<file path="config.mk">
export PLATFORM = sky130hd
export DESIGN_NAME = ifu_pc_fetch_flat
export DESIGN_NICKNAME = d
export VERILOG_FILES = /design/src/rtl/ifu_pc_fetch_pkg.sv /design/src/rtl/ifu_pc_fetch_if.sv /design/src/rtl/ifu_pc_fetch_pc_next_gen.sv /design/src/rtl/ifu_pc_fetch.sv /design/src/flat_wrapper.sv
export SDC_FILE = /design/constraint.sdc
export NUM_CORES = 1
export LEC_CHECK = 0
export CORE_MARGIN = 1
export CORE_UTILIZATION = 42
export DETAILED_ROUTE_END_ITERATION = 16
export PLACE_DENSITY = 0.78
export SLEW_MARGIN = 0
export SYNTH_ARGS = -nofsm -noshare
export SYNTH_HDL_FRONTEND = slang
export SYNTH_SLANG_ARGS = --single-unit
</file>
<file path="constraint.sdc">
create_clock -name clk -period 3.2 [get_ports clk]
set_clock_uncertainty 0.05 [all_clocks]
set_input_delay 0.64 -clock clk [delete_from_list [all_inputs] [get_ports clk]]
set_output_delay 0.64 -clock clk [all_outputs]
set_load 0.05 [all_outputs]
</file>
<file path="src/rtl/ifu_pc_fetch_pkg.sv">
// Shared encodings for the instruction fetch unit: PC source selects,
// FSM states, fault causes and the reset instruction word.
package ifu_pc_fetch_pkg;

    localparam int unsigned XLEN_DEFAULT = 64;

    // PC source selects driven by the branch condition unit
    localparam logic PC_SRC1_PC   = 1'b0;
    localparam logic PC_SRC1_XRS1 = 1'b1;
    localparam logic PC_SRC2_4    = 1'b0;
    localparam logic PC_SRC2_IMM  = 1'b1;

    // fault_cause encodings
    localparam logic FAULT_MISALIGN = 1'b0;
    localparam logic FAULT_ACCESS   = 1'b1;

    // addi x0, x0, 0
    localparam logic [31:0] NOP = 32'h0000_0013;

    typedef enum logic [2:0] {
        ST_FETCH = 3'd0,
        ST_WAIT  = 3'd1,
        ST_ISSUE = 3'd2,
        ST_EXEC  = 3'd3,
        ST_DRAIN = 3'd4,
        ST_FAULT = 3'd5
    } ifu_state_e;

endpackage

</file>
<file path="src/rtl/ifu_pc_fetch_if.sv">
// Instruction-memory request/response and decode-side handshake bundle.
// master = fetch unit, slave = memory/decode side.
interface ifu_pc_fetch_if #(
    parameter int unsigned XLEN = 64
);
    logic            imem_req_valid;
    logic            imem_req_ready;
    logic [XLEN-1:0] imem_addr;
    logic            imem_rsp_valid;
    logic [31:0]     imem_rsp_data;
    logic            imem_rsp_err;
    logic            inst_valid;
    logic            inst_ready;
    logic [31:0]     inst;
    logic [XLEN-1:0] inst_pc;
    logic            fetch_fault;
    logic            fault_cause;

    modport master (
        output imem_req_valid, imem_addr,
        input  imem_req_ready,
        input  imem_rsp_valid, imem_rsp_data, imem_rsp_err,
        output inst_valid, inst, inst_pc, fetch_fault, fault_cause,
        input  inst_ready
    );

    modport slave (
        input  imem_req_valid, imem_addr,
        output imem_req_ready,
        output imem_rsp_valid, imem_rsp_data, imem_rsp_err,
        input  inst_valid, inst, inst_pc, fetch_fault, fault_cause,
        output inst_ready
    );
endinterface

</file>
<file path="src/rtl/ifu_pc_fetch_pc_next_gen.sv">
// Next-PC generator: base/offset mux, adder, bit0 clear for register-relative
// targets, and a flag for targets that are not 4-byte aligned.
module ifu_pc_fetch_pc_next_gen
    import ifu_pc_fetch_pkg::*;
#(
    parameter int unsigned XLEN = XLEN_DEFAULT
) (
    input  logic [XLEN-1:0] pc,
    input  logic [XLEN-1:0] x_rs1,
    input  logic [XLEN-1:0] imm,
    input  logic            pc_src1,
    input  logic            pc_src2,
    output logic [XLEN-1:0] next_pc,
    output logic            misaligned
);
    logic [XLEN-1:0] base;
    logic [XLEN-1:0] offset;
    logic [XLEN-1:0] sum;

    // Form the target and flag misalignment of the final (bit0-cleared) value
    always_comb begin
        base       = (pc_src1 == PC_SRC1_XRS1) ? x_rs1 : pc;
        offset     = (pc_src2 == PC_SRC2_IMM) ? imm : XLEN'(4);
        sum        = base + offset;
        next_pc    = {sum[XLEN-1:1], sum[0] & (pc_src1 != PC_SRC1_XRS1)};
        misaligned = (next_pc[1:0] != 2'b00);
    end
endmodule

</file>
<file path="src/rtl/ifu_pc_fetch.sv">
// Fetch unit for a multi-cycle core: owns the architectural PC, fetches one
// instruction at a time, hands it to decode and applies the next PC at commit.
// Trap redirects override every other PC source.
module ifu_pc_fetch
    import ifu_pc_fetch_pkg::*;
#(
    parameter int unsigned     XLEN     = XLEN_DEFAULT,
    parameter logic [XLEN-1:0] RESET_PC = XLEN'(64'h8000_0000)
) (
    input  logic              clk,
    input  logic              rst_n,
    input  logic              pc_src1,
    input  logic              pc_src2,
    input  logic [XLEN-1:0]   x_rs1,
    input  logic [XLEN-1:0]   imm,
    input  logic              commit,
    input  logic              trap_valid,
    input  logic [XLEN-1:0]   trap_pc,
    ifu_pc_fetch_if.master    bus
);
    ifu_state_e      state;
    ifu_state_e      state_next;
    logic [XLEN-1:0] pc;
    logic [XLEN-1:0] next_pc;
    logic            misaligned;
    logic            req_valid;
    logic            inst_valid;
    logic [31:0]     inst;
    logic [XLEN-1:0] inst_pc;
    logic            fetch_fault;
    logic            fault_cause;
    logic            req_hs;
    logic            inst_hs;
    logic            commit_exec;

    ifu_pc_fetch_pc_next_gen #(
        .XLEN (XLEN)
    ) u_pc_next_gen (
        .pc         (pc),
        .x_rs1      (x_rs1),
        .imm        (imm),
        .pc_src1    (pc_src1),
        .pc_src2    (pc_src2),
        .next_pc    (next_pc),
        .misaligned (misaligned)
    );

    assign req_hs      = req_valid && bus.imem_req_ready;
    assign inst_hs     = inst_valid && bus.inst_ready;
    assign commit_exec = (state == ST_EXEC) && commit;

    assign bus.imem_req_valid = req_valid;
    assign bus.imem_addr      = pc;
    assign bus.inst_valid     = inst_valid;
    assign bus.inst           = inst;
    assign bus.inst_pc        = inst_pc;
    assign bus.fetch_fault    = fetch_fault;
    assign bus.fault_cause    = fault_cause;

    // Next-state logic; a trap overrides the normal transition
    always_comb begin
        state_next = state;
        unique case (state)
            ST_FETCH: if (req_hs) state_next = ST_WAIT;
            ST_WAIT: begin
                if (bus.imem_rsp_valid) begin
                    state_next = bus.imem_rsp_err ? ST_FAULT : ST_ISSUE;
                end
            end
            ST_ISSUE: if (inst_hs) state_next = ST_EXEC;
            ST_EXEC: begin
                if (commit) begin
                    state_next = misaligned ? ST_FAULT : ST_FETCH;
                end
            end
            ST_DRAIN: if (bus.imem_rsp_valid) state_next = ST_FETCH;
            ST_FAULT: state_next = ST_FAULT;
            default:  state_next = ST_FETCH;
        endcase
        if (trap_valid) begin
            // Drain only while a response is still owed; a response landing
            // in the trap cycle itself settles the outstanding request.
            if ((state == ST_FETCH && req_hs) ||
                ((state == ST_WAIT || state == ST_DRAIN) && !bus.imem_rsp_valid)) begin
                state_next = ST_DRAIN;
            end else begin
                state_next = ST_FETCH;
            end
        end
    end

    // State register plus handshake/fault flags derived from the next state;
    // registering req_valid keeps it low while reset is asserted
    always_ff @(posedge clk or negedge rst_n) begin
        if (!rst_n) begin
            state       <= ST_FETCH;
            req_valid   <= 1'b0;
            inst_valid  <= 1'b0;
            fetch_fault <= 1'b0;
        end else begin
            state       <= state_next;
            req_valid   <= (state_next == ST_FETCH);
            inst_valid  <= (state_next == ST_ISSUE);
            fetch_fault <= (state_next == ST_FAULT);
        end
    end

    // Architectural PC: trap target first, then the committed next PC
    always_ff @(posedge clk or negedge rst_n) begin
        if (!rst_n) begin
            pc <= RESET_PC;
        end else if (trap_valid) begin
            pc <= trap_pc;
        end else if (commit_exec && !misaligned) begin
            pc <= next_pc;
        end
    end

    // Instruction word, its PC and the fault cause presented to decode
    always_ff @(posedge clk or negedge rst_n) begin
        if (!rst_n) begin
            inst        <= NOP;
            inst_pc     <= RESET_PC;
            fault_cause <= FAULT_MISALIGN;
        end else if (!trap_valid) begin
            if (state == ST_WAIT && bus.imem_rsp_valid) begin
                inst_pc <= pc;
                if (bus.imem_rsp_err) begin
                    fault_cause <= FAULT_ACCESS;
                end else begin
                    inst <= bus.imem_rsp_data;
                end
            end
            if (commit_exec && misaligned) begin
                inst_pc     <= pc;
                fault_cause <= FAULT_MISALIGN;
            end
        end
    end
endmodule

</file>
<file path="src/flat_wrapper.sv">
// flat-port wrapper written by rule: the top's interface ports become plain ports
module ifu_pc_fetch_flat import ifu_pc_fetch_pkg::*;
#(
    parameter int unsigned     XLEN     = XLEN_DEFAULT,
    parameter logic [XLEN-1:0] RESET_PC = XLEN'(64'h8000_0000)
)
  (clk, rst_n, pc_src1, pc_src2, x_rs1, imm, commit, trap_valid, trap_pc, bus_imem_req_valid, bus_imem_addr, bus_imem_req_ready, bus_imem_rsp_valid, bus_imem_rsp_data, bus_imem_rsp_err, bus_inst_valid, bus_inst, bus_inst_pc, bus_fetch_fault, bus_fault_cause, bus_inst_ready);
  ifu_pc_fetch_if #(.XLEN(XLEN)) bus_i ();
  input  logic clk;
  input  logic rst_n;
  input  logic pc_src1;
  input  logic pc_src2;
  input  logic [XLEN-1:0] x_rs1;
  input  logic [XLEN-1:0] imm;
  input  logic commit;
  input  logic trap_valid;
  input  logic [XLEN-1:0] trap_pc;
  output wire logic [$bits(bus_i.imem_req_valid)-1:0] bus_imem_req_valid;
  output wire logic [$bits(bus_i.imem_addr)-1:0] bus_imem_addr;
  input wire logic [$bits(bus_i.imem_req_ready)-1:0] bus_imem_req_ready;
  input wire logic [$bits(bus_i.imem_rsp_valid)-1:0] bus_imem_rsp_valid;
  input wire logic [$bits(bus_i.imem_rsp_data)-1:0] bus_imem_rsp_data;
  input wire logic [$bits(bus_i.imem_rsp_err)-1:0] bus_imem_rsp_err;
  output wire logic [$bits(bus_i.inst_valid)-1:0] bus_inst_valid;
  output wire logic [$bits(bus_i.inst)-1:0] bus_inst;
  output wire logic [$bits(bus_i.inst_pc)-1:0] bus_inst_pc;
  output wire logic [$bits(bus_i.fetch_fault)-1:0] bus_fetch_fault;
  output wire logic [$bits(bus_i.fault_cause)-1:0] bus_fault_cause;
  input wire logic [$bits(bus_i.inst_ready)-1:0] bus_inst_ready;
  assign bus_imem_req_valid = bus_i.imem_req_valid;
  assign bus_imem_addr = bus_i.imem_addr;
  assign bus_i.imem_req_ready = bus_imem_req_ready;
  assign bus_i.imem_rsp_valid = bus_imem_rsp_valid;
  assign bus_i.imem_rsp_data = bus_imem_rsp_data;
  assign bus_i.imem_rsp_err = bus_imem_rsp_err;
  assign bus_inst_valid = bus_i.inst_valid;
  assign bus_inst = bus_i.inst;
  assign bus_inst_pc = bus_i.inst_pc;
  assign bus_fetch_fault = bus_i.fetch_fault;
  assign bus_fault_cause = bus_i.fault_cause;
  assign bus_i.inst_ready = bus_inst_ready;
  ifu_pc_fetch #(.XLEN(XLEN), .RESET_PC(RESET_PC)) u_core (.clk(clk), .rst_n(rst_n), .pc_src1(pc_src1), .pc_src2(pc_src2), .x_rs1(x_rs1), .imm(imm), .commit(commit), .trap_valid(trap_valid), .trap_pc(trap_pc), .bus(bus_i));
endmodule
</file>
# [Yosys cells after proc, flatten, opt, wreduce, memory -nomap -nowiden]
# Cells that the tools add are included.
[totals] n_memories=0 romBits=0 in_bits=234 latch_bits=0 output_inout_bits=164 wordCells=60 reg_bits=167 ram_bits=0
[op_classes] div_mod_pow=0 n_eq_ne=7 order_cmp=0 n_mux=19 reduce_logical=21 n_bitwise=4 n_mul=0 n_shift=0 n_addsub=1
[ops] operator="64-bit 2-to-1 mux" n=6
[ops] operator="64-bit adder" n=1
[ops] operator="3-bit 2-to-1 mux" n=9
[ops] operator="3-bit case mux with 6 select lines" n=1
[ops] operator="3-bit by 2-bit equality test with 1-bit output, second input constant" n=3
[ops] operator="3-bit equality test, second input constant" n=3
[ops] operator="1-bit logical AND" n=8
[ops] operator="2-bit nonzero test" n=4
[ops] operator="3-bit zero test" n=2
[ops] operator="3-bit AND reduction" n=2
[ops] operator="3-bit by 1-bit equality test with 1-bit output, second input constant" n=1
[ops] operator="1-bit 2-to-1 mux" n=3
[ops] operator="1-bit inverter" n=3
[ops] operator="1-bit zero test" n=2
[ops] operator="1-bit logical OR" n=2
[ops] operator="2-bit AND reduction" n=1
[ops] operator="1-bit bitwise AND" n=1

# [Longest topological paths before layout]
# Gate-level depths: netlist (run 1).
[depth] word_depth=9 depth_mapped=15 ltp_nobuf=13

# [Modules after synthesis]
# From an unflattened synthesis (run 1), not the netlist that was laid out.
[unflattened] cells_unflattened=1237 area_unflattened_um2=11971.5
[by_module_without_submodules] mod="ifu_pc_fetch" n_inst=1 seq_area_each_um2=4185.3 cells_per_inst=526 area_per_inst_um2=6911.6
[by_module_without_submodules] mod="ifu_pc_fetch_pc_next_gen" n_inst=1 seq_area_each_um2=0.0 cells_per_inst=711 area_per_inst_um2=5059.9

# [Least setup slack after synthesis (run 1)]
# OpenSTA, ideal clock, no wires.
[synth_path] kind="input -> register" start="input port pc_src1" end="register u_core.pc[48] (netlist: u_core.bus.imem_addr[48])" t_arrival_ns=4.043 stages=15 setup_slack_ns=-1.030 required_time_ns=3.013 path_buffers=2 path_cell_list="clkbuf_1 clkbuf_1 mux2_2 ha_1 fa_1 a21o_1 a22o_1 a211oi_1 nand4_1 nand2_1 o21bai_1 a41o_1 a21boi_1 xor2_1 a21oi_1"
[synth_between] elab_chain_len=7 word_cells_on_any_way=10
[synth_lines] item="start: declaration" line_no="flat_wrapper.sv:11" source="input logic pc_src1;"
[synth_lines] item="64-bit 2-to-1 mux" line_no="ifu_pc_fetch_pc_next_gen.sv:22" source="base = (pc_src1 == PC_SRC1_XRS1) ? x_rs1 : pc;"
[synth_lines] item="64-bit adder" line_no="ifu_pc_fetch_pc_next_gen.sv:24" source="sum = base + offset;"
[synth_lines] item="1-bit bitwise AND" line_no="ifu_pc_fetch_pc_next_gen.sv:25" source="next_pc = {sum[XLEN-1:1], sum[0] & (pc_src1 != PC_SRC1_XRS1)};"
[synth_lines] item="2-bit nonzero test" line_no="ifu_pc_fetch_pc_next_gen.sv:26" source="misaligned = (next_pc[1:0] != 2'b00);"
[synth_lines] item="1-bit zero test" line_no="ifu_pc_fetch.sv:114" source="end else if (commit_exec && !misaligned) begin"
[synth_lines] item="1-bit logical AND" line_no="ifu_pc_fetch.sv:114"
[synth_lines] item="2-bit nonzero test (no line)"
[synth_lines] item="end signal: assignment" line_no="ifu_pc_fetch.sv:113" source="pc <= trap_pc;"
[synth_lines] item="end signal: assignment" line_no="ifu_pc_fetch.sv:115" source="pc <= next_pc;"
[synth_lines] item="end: declaration" line_no="ifu_pc_fetch.sv:23" source="logic [XLEN-1:0] pc;"
# Several ways; a longest one is shown, not always the timed one. The select of a mux whose other input is x is not followed.
# A chain may end at the register's enable or synchronous reset.

# [Worst setup path in the final report (run 1)]
[layout_path] start="input port pc_src1" end="register u_core.pc[54] (netlist: u_core.bus.imem_addr[54])"
# Same word-level chain as after synthesis.

==> impl_metrics.toml, run 1 <==
[outcome]
status = "finished, violations left"
violations = "setup timing"

[setup_path]
startpoint_type = "input pin"
criticalPathCategory = "in2reg"
cp_slowest_cell = "sky130_fd_sc_hd__or4_4"
timing.critical_path.arrival_ps = 3750
cpPeakStageDelay_ps = 540
reg2reg_depth = 13
cp_data_required_time_ps = 3510
rr_endpoint = "u_core.bus.imem_addr[54]"
critPathCaptureType = "flop"
path_cells = "buf_12, buf_12, buf_6, mux2_4, ha_4, nand4_4, or4_4, o211ai_4, o2111ai_4, a2111oi_4, nor2_2, nor2b_2, a31oi_1, xor2_1, a21oi_1"
largest_fanout_of_any_net_on_the_critical_path = 7
launch_instance_of_the_worst_register_to_register_path = "u_core.bus.imem_addr[0]"
r2r_slack_ps = -60
critPathMostFrequentCell = "sky130_fd_sc_hd__buf_12"

[logic_synthesis]
yosys-top-cells-count = "sky130_fd_sc_hd__dfrtp_1 (162), sky130_fd_sc_hd__mux2_2 (155), sky130_fd_sc_hd__a21oi_1 (124), sky130_fd_sc_hd__nor2_1 (91), sky130_fd_sc_hd__nand2_1 (88)"
yosysTopAreaCellShare_pct = 35.1
synth_edf_count = 0
synthesis.yosys.warnings = 0
syn_inst = 1230
ys_seq_area_share_pct = 36.2
synthTopCellsByArea = "sky130_fd_sc_hd__dfrtp_1 (35%), sky130_fd_sc_hd__mux2_2 (15%), sky130_fd_sc_hd__ha_1 (6.8%)"
synth.largest_area_cell = "sky130_fd_sc_hd__dfrtp_1"
ys.flop_type = "sky130_fd_sc_hd__dfrtp_1"
synth_cell_type_count = 69
post-synth-top-count-cell = "sky130_fd_sc_hd__dfrtp_1"
share_of_synthesized_flip_flops_with_an_asynchronous_set_or_reset_pct = 100
ys_seq_elements = 167
postSynthAreaPerCell_um2 = 9.39
synth.net_count = 1528
synth.cell_area_um2 = 11500

[place]
place_worst_setup_slack_ps = -840
hpwl_um = 34400
gp_congestion = 0.923
place_inst = 2160
buffer_ports.inserted = 397

[global_routing]
antenna_found_initial = 4
number_of_global_route_vias_before_repair = 12961
grt_start_max_net_pins = 61
first_pass_grt_wire_length_um = 70000
globalRouteOverflowTotal = 0
track_usage_pct = 31.9

[sta]
report.final.hold_viol_count = 0
timing.max_slew.rel_slack_pct = 50.4
grt_setup_unrepaired = "yes"
min_period_ps = 3440
finalCritPeriodShare_pct = 107
worst_slew_pin_slew_ps = 743
final_worst_setup_slack_ps = -239
fmax_mhz = 291
timing.hold.ws_ps = 123
setup-violations-final = 28
final-max-slew-violation-count = 0

[min_path]
hold_path.class = "in2async"

[floorplan]
io-pin-count = 398
die_w_um = 168
initial_core_util_pct = 42.9
die_area_um2 = 28200
placement_rows = 60
die_y_um = 168
core_area_um2 = 27000

[clocking]
cts_tree = "yes"
cts_num_sinks = 167
root_buffer_selected_by_cts = "sky130_fd_sc_hd__clkbuf_16"
cts.hold.buffers_added = 0
cts_max_path_buffers = 2
clk_latency_ps = 440
cts.clk_slew.worst_paths_ps = 80
clock_tree.htree_level_count = 4
cts-buffers-inserted = 17

[pwr]
clock_power_share_pct = 15.7
cellLeakagePower_uw = 0.00854
internal-power_uw = 7340
seq_power_share_pct = 24.3
switchingPower_uw = 6370
share_comb_of_total_power_pct = 60.0
power-per-cell-area_nw_per_um2 = 698
report.power.total_uw = 13700
vdd_ir_drop_max_mv = 0.435
switching_share_pct = 46.4

[finish]
fraction_of_layout_instances_using_a_drive_strength_above_1_pct = 33.4
final.fill_count = 1844
finalNonFillerCells = 2223
area_delta_synth_final_pct = 70.2
layout.core_utilization_pct = 72.9
area_used_by_multi_input_combinational_logic_um2 = 8000
design.final.nets = 2163
ff_latch_area_um2 = 4190

[routing]
initialDrtViolationCount = 883
drtAntennaViolNets = 0
vias = 12584
via_per_inst = 5.66
drcViolationCount = 0
routedWlPerCell_um = 20.7
detail_route.wirelength_um = 46000
first_pass_iters = 7

[run]
drv.max_cap_violation_count = 0
[logic make-up (layout without fill, tap and decap cells)]
| kind of cell | count (synthesis) | after routing | synth area share [%] |
|---|---|---|---|
| multiplexers | 164 | 164 | 15.9 |
| adder cells (fa/ha/maj) | 64 | 64 | 7.00 |
| flip-flops | 167 | 167 | 36.2 |
| other | 0 | 4 | 0 |
| AO/OA/AOI/OAI | 355 | 355 | 19.1 |
| XOR/XNOR | 60 | 60 | 4.55 |
| buffers and inverters | 84 | 732 | 2.87 |
| AND/OR/NAND/NOR | 336 | 336 | 14.2 |
[how the worst max path moves through the flow]
| stage | startpoint | to | slack (ps) | depth (start not counted) |
|---|---|---|---|---|
| 4_1_cts | pc_src1 | u_core.bus.imem_addr[42] | -230 | 16 |
| 3_3_place_gp | x_rs1[0] | u_core.bus.imem_addr[54] | -750 | 14 |
| 3_5_place_dp | x_rs1[0] | u_core.bus.imem_addr[54] | -840 | 14 |
| 2_1_floorplan | pc_src1 | u_core.bus.imem_addr[38] | -380 | 15 |
| 5_1_grt | pc_src1 | u_core.bus.imem_addr[54] | -390 | 15 |
| 6_report | pc_src1 | u_core.bus.imem_addr[54] | -240 | 15 |
[repair_timing]
action,CTS,global route
resized for setup,77,102
gates cloned,1,0
endpoints found under the setup margin,42,44
pin swaps,60,62
buffers inserted,17,12
[worst max-delay path, delay by kind of cell]
family | cells | cell delay (ps)
fa+ha+maj | 1 | 290
mux | 1 | 300
compound gates | 5 | 1030
xor+xnor | 1 | 180
buf+inv | 3 | 400
simple gates | 4 | 900
[per-stage QoR]
step | TNS, ps | cell area, um2
floorplan | -5990 | 11900
global route | -5920 | 19600
detailed placement | -36670 | 18100
finish | -2390 | 19700
global placement | -33390 | 18100
CTS | -1690 | 19100
[sequential cells by signal (all words and copies together) (netlist names)]
register / count
u_core.bus.imem_req_valid: 1
u_core.bus.inst_valid: 1
u_core.bus.imem_addr: 64
u_core.state: 3
u_core.bus.inst_pc: 64
u_core.bus.inst: 32
u_core.bus.fetch_fault: 1
u_core.bus.fault_cause: 1
[cell type report]
| type | instances | area share, % |
|---|---|---|
| Multi-Input combinational cell | 979 | 40.7 |
| Timing Repair Buffer | 689 | 32.6 |
| Sequential cell | 167 | 21.3 |
| Tap cell | 341 | 2.17 |
| Clock buffer | 17 | 2.16 |
| Clock inverter | 15 | 0.834 |
| Inverter | 11 | 0.210 |
| Antenna cell | 4 | 0.0509 |
[routing by layer]
metal	vias to the layer above	wire length [um]	GRT usage, %
met5	-	19	0
met4	4	1610	14.0
met3	121	2980	5.81
met2	568	23500	57.2
met1	6142	17900	37.0
li1	5749	-	-
[power by group through the flow]
stage               clock network, uW  logic, uW  registers (uW)
floorplan                           0       2160            5870
global placement                    0       7670            3300
detailed placement                  0       7770            3370
CTS                              2160       7980            3330
global route                     2250       8600            3410
finish                           2150       8230            3330
[placed cells by master, fill, tap and decap left out, types with 6 or more instances in the layout]
cell type,synthesis,layout
sky130_fd_sc_hd__nand4_1,21,21
sky130_fd_sc_hd__nand3_1,17,15
sky130_fd_sc_hd__xor2_1,33,29
sky130_fd_sc_hd__ha_4,0,21
sky130_fd_sc_hd__ha_1,63,37
sky130_fd_sc_hd__clkdlybuf4s50_1,0,382
sky130_fd_sc_hd__mux2_4,0,12
sky130_fd_sc_hd__dlygate4sd2_1,0,8
sky130_fd_sc_hd__nand2b_1,6,6
sky130_fd_sc_hd__o211ai_1,8,8
sky130_fd_sc_hd__nor3_1,15,9
sky130_fd_sc_hd__a21oi_2,0,18
sky130_fd_sc_hd__buf_6,0,11
sky130_fd_sc_hd__o21a_1,12,12
sky130_fd_sc_hd__nor2_2,1,10
sky130_fd_sc_hd__and2_1,69,66
sky130_fd_sc_hd__a22oi_1,10,9
sky130_fd_sc_hd__buf_12,0,14
sky130_fd_sc_hd__mux2_2,155,143
sky130_fd_sc_hd__o21ai_2,1,10
sky130_fd_sc_hd__nor2_1,91,80
sky130_fd_sc_hd__buf_4,4,267
sky130_fd_sc_hd__clkbuf_16,0,17
sky130_fd_sc_hd__a31oi_1,15,9
sky130_fd_sc_hd__inv_1,11,10
sky130_fd_sc_hd__nand2_1,88,84
sky130_fd_sc_hd__o21ai_0,68,37
sky130_fd_sc_hd__xnor2_1,27,22
sky130_fd_sc_hd__o22ai_1,13,13
sky130_fd_sc_hd__o21bai_1,13,11
sky130_fd_sc_hd__and3_1,8,7
sky130_fd_sc_hd__a21oi_1,124,104
sky130_fd_sc_hd__a21o_1,37,36
sky130_fd_sc_hd__dfrtp_1,162,162
sky130_fd_sc_hd__nor2b_1,7,6
sky130_fd_sc_hd__o21ai_1,7,24
No activity file was read; power rests on OpenSTA's default activity.
==> run 2, diff against run 1 <==
ABC_AREA = 0   (was unset)
CAP_MARGIN = 5   (was unset)
==> results of run 2 <==
No change in the layout: final DEF, timing and power equal those of run 1.
